[config.mk]
export PLATFORM = sky130hd
export DESIGN_NAME = uart_tx
export DESIGN_NICKNAME = d
export VERILOG_FILES = /design/src/rtl/uart_pkg.sv /design/src/rtl/uart_tx_fifo.sv /design/src/rtl/uart_tx.sv
export SDC_FILE = /design/constraint.sdc
export NUM_CORES = 1
export LEC_CHECK = 0
export CORE_ASPECT_RATIO = 1.1
export CORE_MARGIN = 8
export CORE_UTILIZATION = 40
export CTS_BUF_LIST = sky130_fd_sc_hd__clkbuf_16
export DETAILED_ROUTE_END_ITERATION = 12
export DONT_BUFFER_PORTS = 1
export PLACE_DENSITY_LB_ADDON = 0.25
export SKIP_LAST_GASP = 1
export SLEW_MARGIN = 20
export SYNTH_ARGS = -nofsm -noshare
export SYNTH_HDL_FRONTEND = slang
export SYNTH_SLANG_ARGS = --single-unit
[constraint.sdc]
create_clock -name clk -period 5.8 [get_ports clk]
set_clock_uncertainty 0.2 [all_clocks]
set_input_delay 1.16 -clock clk [delete_from_list [all_inputs] [get_ports clk]]
set_output_delay 1.16 -clock clk [all_outputs]
set_load 0.01 [all_outputs]
[src/rtl/uart_pkg.sv]
// Shared UART definitions: transmit FSM states, line levels and default bit timing.
// The receiver imports the same constants so both ends agree on framing.
package uart_pkg;

   typedef enum logic [1:0] {
      IDLE,
      START,
      DATA,
      STOP
   } uart_tx_state_t;

   localparam logic UART_START_BIT = 1'b0;
   localparam logic UART_STOP_BIT  = 1'b1;

   localparam int unsigned UART_DIV_RATE = 16;

endpackage

[src/rtl/uart_tx_fifo.sv]
// Synchronous byte FIFO for the UART transmitter; head entry is visible on rdata.
// Push when full and pop when empty are ignored.
module uart_tx_fifo #(
   parameter int unsigned DEPTH = 4
) (
   input  logic       clk,
   input  logic       rst,
   input  logic       push,
   input  logic       pop,
   input  logic [7:0] wdata,
   output logic [7:0] rdata,
   output logic       full,
   output logic       empty
);

   localparam int unsigned AW = $clog2(DEPTH);
   localparam int unsigned CW = $clog2(DEPTH + 1);

   logic [7:0]    mem [DEPTH];
   logic [AW-1:0] wr_ptr;
   logic [AW-1:0] rd_ptr;
   logic [CW-1:0] count;
   logic          push_ok;
   logic          pop_ok;

   assign full    = (count == CW'(DEPTH));
   assign empty   = (count == '0);
   assign push_ok = push && !full;
   assign pop_ok  = pop && !empty;
   assign rdata   = mem[rd_ptr];

   always_ff @(posedge clk) begin
      if (push_ok) begin
         mem[wr_ptr] <= wdata;
      end
   end

   // Pointers are exactly log2(DEPTH) wide, so they wrap without explicit compare.
   always_ff @(posedge clk) begin
      if (rst) begin
         wr_ptr <= '0;
         rd_ptr <= '0;
         count  <= '0;
      end else begin
         if (push_ok) begin
            wr_ptr <= wr_ptr + AW'(1);
         end
         if (pop_ok) begin
            rd_ptr <= rd_ptr + AW'(1);
         end
         unique case ({push_ok, pop_ok})
            2'b10:   count <= count + CW'(1);
            2'b01:   count <= count - CW'(1);
            default: count <= count;
         endcase
      end
   end

endmodule

[src/rtl/uart_tx.sv]
// 8N1 UART transmitter: bytes queue in a small FIFO and are serialised back-to-back,
// LSB first, each bit lasting DIV_RATE clocks.
module uart_tx
   import uart_pkg::*;
#(
   parameter int unsigned DIV_RATE = UART_DIV_RATE,
   parameter int unsigned DEPTH    = 4
) (
   input  logic       clk,
   input  logic       rst,
   input  logic       tx_valid,
   output logic       tx_ready,
   input  logic [7:0] tx_data,
   output logic       tx_busy,
   output logic       tx_end,
   output logic       tx
);

   localparam int unsigned   DW       = $clog2(DIV_RATE);
   localparam logic [DW-1:0] DIV_LAST = DW'(DIV_RATE - 1);

   uart_tx_state_t state, state_d;
   logic [DW-1:0]  div_cnt, div_d;
   logic [2:0]     bit_cnt, bit_d;
   logic [7:0]     shreg, sh_d;
   logic           tx_q, tx_d;
   logic           end_q, end_d;
   logic           bit_done;
   logic           pop;
   logic           fifo_full;
   logic           fifo_empty;
   logic [7:0]     fifo_rdata;

   uart_tx_fifo #(
      .DEPTH(DEPTH)
   ) u_fifo (
      .clk  (clk),
      .rst  (rst),
      .push (tx_valid),
      .pop  (pop),
      .wdata(tx_data),
      .rdata(fifo_rdata),
      .full (fifo_full),
      .empty(fifo_empty)
   );

   assign tx_ready = !fifo_full;
   assign tx_busy  = !fifo_empty || (state != IDLE);
   assign tx_end   = end_q;
   assign tx       = tx_q;
   assign bit_done = (div_cnt == '0);

   // tx is registered from tx_d so each line level starts on the same edge as its bit.
   always_comb begin
      state_d = state;
      div_d   = div_cnt;
      bit_d   = bit_cnt;
      sh_d    = shreg;
      tx_d    = tx_q;
      end_d   = 1'b0;
      pop     = 1'b0;
      unique case (state)
         IDLE: begin
            tx_d = UART_STOP_BIT;
            if (!fifo_empty) begin
               pop     = 1'b1;
               sh_d    = fifo_rdata;
               state_d = START;
               div_d   = DIV_LAST;
               tx_d    = UART_START_BIT;
            end
         end
         START: begin
            if (bit_done) begin
               state_d = DATA;
               div_d   = DIV_LAST;
               bit_d   = '0;
               tx_d    = shreg[0];
            end else begin
               div_d = div_cnt - DW'(1);
            end
         end
         DATA: begin
            if (bit_done) begin
               div_d = DIV_LAST;
               sh_d  = shreg >> 1;
               if (bit_cnt == 3'd7) begin
                  state_d = STOP;
                  bit_d   = '0;
                  tx_d    = UART_STOP_BIT;
               end else begin
                  bit_d = bit_cnt + 3'd1;
                  tx_d  = shreg[1];
               end
            end else begin
               div_d = div_cnt - DW'(1);
            end
         end
         STOP: begin
            if (bit_done) begin
               end_d = 1'b1;
               if (!fifo_empty) begin
                  pop     = 1'b1;
                  sh_d    = fifo_rdata;
                  state_d = START;
                  div_d   = DIV_LAST;
                  tx_d    = UART_START_BIT;
               end else begin
                  state_d = IDLE;
                  div_d   = '0;
               end
            end else begin
               div_d = div_cnt - DW'(1);
            end
         end
      endcase
   end

   always_ff @(posedge clk) begin
      if (rst) begin
         state   <= IDLE;
         div_cnt <= '0;
         bit_cnt <= '0;
         shreg   <= '0;
         tx_q    <= UART_STOP_BIT;
         end_q   <= 1'b0;
      end else begin
         state   <= state_d;
         div_cnt <= div_d;
         bit_cnt <= bit_d;
         shreg   <= sh_d;
         tx_q    <= tx_d;
         end_q   <= end_d;
      end
   end

endmodule

==> run metrics, run 1 <==
kind of critical path=register to output port; Ports=15; Final Hold Violating Endpoints=0; height of the chip=103 um; register area share after synthesis=55.4%; synth-to-layout area growth=13.7%; CTS tree=done; most frequent cells in the layout=edfxtp_1 (32), dfxtp_1 (28), nor2_1 (25); Post-Route Setup TNS=0 ps; clk buf depth=2; ant diodes=0; crit-path leading delay family=simple AND/OR/NAND/NOR gates; Die Wd=95.0 um; Yosys reg bits=60; Pleak=1.13 nW; crit start category=register; grt ovf=0; clk_lat worst skew=320 ps; peak supply drop=0.307 mV; depth of the worst register-to-register path=10; placed cell count=302; most common cell after layout, fill and taps aside=edfxtp_1; synth warn=0; antenna-violating nets left=0; Nets=257; crit path max fanout=7; Setup WS pre-CTS=2930 ps; via count=1672; critical path endpoint category=output port; initial antenna violation count=0; Via density=5.26; routed len/inst=14.9 um; Clock transition at path regs=50 ps; DRT iter0 DRCs=92; Hold-fix buffers, CTS=0; Post-synth EDFFs=32; Syn Nets=256; dominant synthesized flop cell=edfxtp_1; vias in the first global route=1642; Hold Path Stages=2; Final Critical Period=2930 ps; final slew viol count=0; die area=0.00977 mm2; PostCTS Resize Cnt=0; CTS Sinks=60; Slew @ Worst Pin=860 ps; Mapped Area=0.00274 mm2; GRT Overall Usage=10.9%; H-Tree Depth=3; RSZ-0062 raised after global routing=no; Hold Path Class=register to register; final wirelength=4740 um; first-pass GRT wire length=8030 um; Final Cycle Share=50.5%; Synth top area share=35.0%; DP HPWL=3250 um; critical path cell sequence=inv_1 -> ha_1 -> or4b_4; largest net degree at the start of global routing=28; # Max-Cap Violations=0; Num CTS Buffers=9; Required @ worst endpoint=4440 ps; GP Congestion=0.767; Post-route DRC=0; FFs w/ async S/R, synth=0%; CP max stage cell=or4b_4; Pwr per Cell Area=589 mW/mm2; outcome=completed; Synth area leader=edfxtp_1; Area contributors post-synth=edfxtp_1 (35%), dfxtp_1 (20%), ha_1 (6.4%); Port Buf Inserts=0; endpoints failing setup=0; CORE AREA=0.00663 mm2; fraction of layout instances using a drive strength above 1=11.4%; CP max stage delay=550 ps; row count=31; Initial Util=41.4%; Finished Layout Cells=318; post-synthesis cell type count=50; Max Fclk=0.342 GHz; Post-Syn Area per Cell=11.9 um2; final setup margin=2870 ps; Buffers & Inverters on Critical Path=1; Crit path depth=3; DRT Pass-1 Iters=4; root buffer cell=clkbuf_16; Post-CTS Repair Setup Buffers=0; cells after synthesis=230; relative max-transition margin=42.6%; Arrival @ worst endpoint=1570 ps
-- power breakdown --
part | switching (W) | internal (W)
Combinational | 0.000350 | 0.000270
Sequential | 0.0000752 | 0.000544
Clock | 0.000181 | 0.000418
-- metrics by stage --
step	utilization (%)	total power, W	hold slack (ps)	cell area (um2)
after floorplan	-	0.00115	237	2740
after global placement	41.9	0.00125	242	2780
after detailed placement	41.9	0.00125	248	2780
after CTS	47.0	0.00186	255	3120
after global routing	47.0	0.00197	293	3120
final	47.0	0.00184	254	3120
-- sequential cells by signal (all words and copies together) (netlist names), named ones only --
register and count:
bit_cnt 3, div_cnt 4, shreg 8, state 2, tx 1, tx_end 1
u_fifo.count 3, u_fifo.mem 32, u_fifo.rd_ptr 2, u_fifo.wr_ptr 2
-- routing by layer --
metal  track usage (%)  vias up  part of all wire [%]
li1                  -      844                     -
met1              12.8      796                    47
met2              17.0       21                    46
met3              3.35       11                   3.9
met4              6.85        0                   2.8
met5                 0        -                     0
-- cell usage after synthesis (all sizes together), types with 2 or more instances --
cell type	count
a211oi	8
a21oi	11
and3	4
buf	4
clkbuf	6
dfxtp	28
edfxtp	32
ha	14
inv	14
mux2i	16
nand2	7
nor2	25
nor3	12
o21ai	5
o221a	2
o22ai	7
o31ai	2
or3	2
or3b	2
xnor2	3
xor2	3
-- worst register-to-register path, cell delays in order (launching register included) --
cell      delay [ps]
dfxtp_1          340
inv_1             90
ha_1             210
nor4bb_1         560
o211a_1          250
ha_1             190
inv_1             60
fa_1             370
xor2_1           150
or3_1            300
a21oi_1          140
-- kinds of logic (layout without fill, tap and decap cells) --
logic type	Yosys count	after routing	share of synthesized area [%]
and+or+nand+nor	64	64	12.4
muxes	17	17	6.66
buffers and inverters	24	30	4.42
DFF	60	60	55.4
adders and majority gates	15	15	7.11
AOI/OAI and AO/OA	44	44	12.1
xor gates and xnor gates	6	6	1.92
-- worst paths after layout --
path / slack (ps) / endpoint / startpoint
setup / recovery: 2870 / tx_busy / state[0]
hold / removal: 250 / shreg[7] / shreg[7]
setup reg to reg: 2900 / u_fifo.count[2] / div_cnt[0]
hold reg to reg: 250 / shreg[7] / shreg[7]
-- final cells by class --
type | count | area (um2)
sequential | 60 | 1520
inverter | 14 | 52.6
fill | 606 | 3510
clock inverter | 7 | 116
tap | 82 | 103
clock buffer | 9 | 225
multi-input combinational | 146 | 1100
No activity file was read; power rests on OpenSTA's default activity.
==> run 2, diff against run 1 <==
==> constraint.sdc (replaced) <==
create_clock -name clk -period 2.54 [get_ports clk]
set_clock_uncertainty 0.2 [all_clocks]
set_input_delay 0.508 -clock clk [delete_from_list [all_inputs] [get_ports clk]]
set_output_delay 0.508 -clock clk [all_outputs]
set_load 0.01 [all_outputs]
==> run metrics, run 2 (synthesis gave the netlist of run 1 again) <==
crit path max fanout=2 (-5); Ports=15 (unchanged); number of fill cells in the layout=572 (-5.6%); Max Fclk=0.407 GHz; Post-route DRC=0 (unchanged); max FFs per register=32 (unchanged); Setup WS pre-CTS=-62.0 ps (-2990 ps); Final Cycle Share=96.8%; # Max-Cap Violations=0 (unchanged); placed cell area=0.00292 mm2 (+5.1%); Port Buf Inserts=0 (unchanged); grt ovf=0 (unchanged); launch point of the worst hold path=rst; initial antenna violation count=0 (unchanged); GP Congestion=0.803 (+4.6%); Die Wd=95.0 um (unchanged); leading registers by flop count=u_fifo.mem: 32 flops, shreg: 8 flops, div_cnt: 4 flops; H-Tree Depth=3 (unchanged); most common cell after layout, fill and taps aside=edfxtp_1; core occupancy in the finished layout=49.3% (+2.2 points); kind of critical path=register to register; CORE AREA=0.00663 mm2 (unchanged); peak supply drop=0.625 mV (+100%); area of the multi-input gates=0.00114 mm2 (+3.8%); vias in the first global route=1775 (+8.1%); endpoints failing setup=0 (unchanged); critical path endpoint category=register; relative max-transition margin=71.0% (+28 points); largest reg by FF count=u_fifo.mem; via count=1780 (+6.5%); Post-Route Setup TNS=0 ps (unchanged); Pleak=1.20 nW (+6.0%); crit-path leading delay family=adder cells; Hold Path Class=input port to register; clk buf depth=2 (unchanged); ant diodes=0 (unchanged); CP max stage cell=fa_2; Initial Util=41.4% (unchanged); fraction of layout instances using a drive strength above 1=23.5% (+12 points); most frequent cells in the layout=edfxtp_1 (32), nor2_1 (25), dfxtp_1 (24); row count=31 (unchanged); antenna-violating nets left=0 (unchanged); Finished Layout Cells=337 (+6.0%); synth-to-layout area growth=19.1%; Nets=276 (+7.4%); Final Critical Period=2460 ps; Buffers & Inverters on Critical Path=2 (+1); first-pass GRT wire length=8720 um (+8.6%); outcome=completed; worst reg2reg startpoint=div_cnt[1]; CTS tree=done; routed len/inst=15.5 um (+3.9%); Required @ worst endpoint=2600 ps (-1840 ps); GRT Overall Usage=12.0% (+1.0 points); Storage cell area=0.00153 mm2 (+0.33%); final slew viol count=0 (unchanged); final setup margin=80.5 ps (-2790 ps); clk_lat worst skew=330 ps (about the same); crit start category=register; CP max stage delay=330 ps (-220 ps); RSZ-0062 raised after global routing=no; final wirelength=5220 um (+10%); DRT iter0 DRCs=46 (-50%); Final Hold Violating Endpoints=0 (unchanged); Clock transition at path regs=50 ps (about the same); die area=0.00977 mm2 (unchanged); Num CTS Buffers=9 (unchanged); fin area=0.00327 mm2 (+4.7%); largest net degree at the start of global routing=28 (unchanged); DP HPWL=3480 um (+7.0%); Pwr per Cell Area=1320 mW/mm2 (+120%); Arrival @ worst endpoint=2520 ps (+950 ps); CTS Sinks=60 (unchanged); placed cell count=320 (+6.0%); height of the chip=103 um (unchanged); critical path launch point=div_cnt[1]; critical path cell sequence=inv_2 -> ha_4 -> nor4bb_4 -> o211a_1 -> ha_2 -> inv_1 -> fa_2 -> xor2_1 -> or3_1 -> a21oi_2; Slew @ Worst Pin=436 ps (-424 ps); DRT Pass-1 Iters=4 (unchanged); Via density=5.28 (+0.46%); root buffer cell=clkbuf_16
[run 2: cell count changes in the layout (fill, tap and decap cells not counted), moves of 3 or more]
cell | before | now
inv_1 | 15 | 12
ha_1 | 14 | 11
buf_4 | 0 | 19
dfxtp_1 | 28 | 24
clkinvlp_4 | 0 | 3
dfxtp_2 | 0 | 4
[run 2: area by class of cell]
class                      count  share of cell area, %
clock inverter                 7                   2.30
tap                           82                   3.14
sequential                    60                   46.7
clock buffer                   9                   6.89
multi-input combinational    146                   35.0
inverter                      14                   1.61
timing repair buffer          19                   4.37
[run 2: worst paths after layout]
path	to	slack [ps]	cells after the start
setup / recovery	u_fifo.count[2]	80	10
hold / removal	state[0]	50	1
hold reg to reg	shreg[7]	270	2
setup reg to reg	u_fifo.count[2]	80	10
[run 2: what timing repair did]
| item | in CTS | in global routing |
|---|---|---|
| pin swaps | 4 | 6 |
| resized for setup | 7 | 7 |
| cloned | 0 | 0 |
| setup endpoints to repair | 1 | 1 |
| hold buffers | 0 | 0 |
| endpoints found under the hold margin | 0 | 0 |
| setup buffers | 1 | 0 |
[run 2: metrics by stage]
step,power (W),hold slack [ps]
floorplan,0.00264,237
global placement,0.00304,245
detailed placement,0.00306,264
CTS,0.00433,28.9
global route,0.00463,29.5
finish,0.00433,45.4
[run 2: metal layers]
metal	vias to the layer above	wire [um]	GRT usage (%)
met5	-	0	0
met4	0	124	8.29
met3	9	205	3.71
met2	25	2480	18.9
met1	860	2410	13.5
li1	886	-	-
[run 2: power by group]
part | total [W] | leakage [nW] | switching [W] | internal (W)
Clock | 0.00121 | 0.138 | 0.000449 | 0.000761
Sequential | 0.00136 | 0.525 | 0.000112 | 0.00125
Combinational | 0.00176 | 0.533 | 0.000955 | 0.000804
Total | 0.00433 | 1.20 | 0.00152 | 0.00281
==> run 3, diff against run 2 <==
--- a/config.mk
+++ b/config.mk
@@ -11,6 +11,7 @@
 export CTS_BUF_LIST = sky130_fd_sc_hd__clkbuf_16
 export DETAILED_ROUTE_END_ITERATION = 12
 export DONT_BUFFER_PORTS = 1
+export GPL_ROUTABILITY_DRIVEN = 1
 export PLACE_DENSITY_LB_ADDON = 0.25
 export SKIP_LAST_GASP = 1
 export SLEW_MARGIN = 20
==> results of run 3 <==
Same layout as run 2: the final DEF is identical, and so are final timing and power.
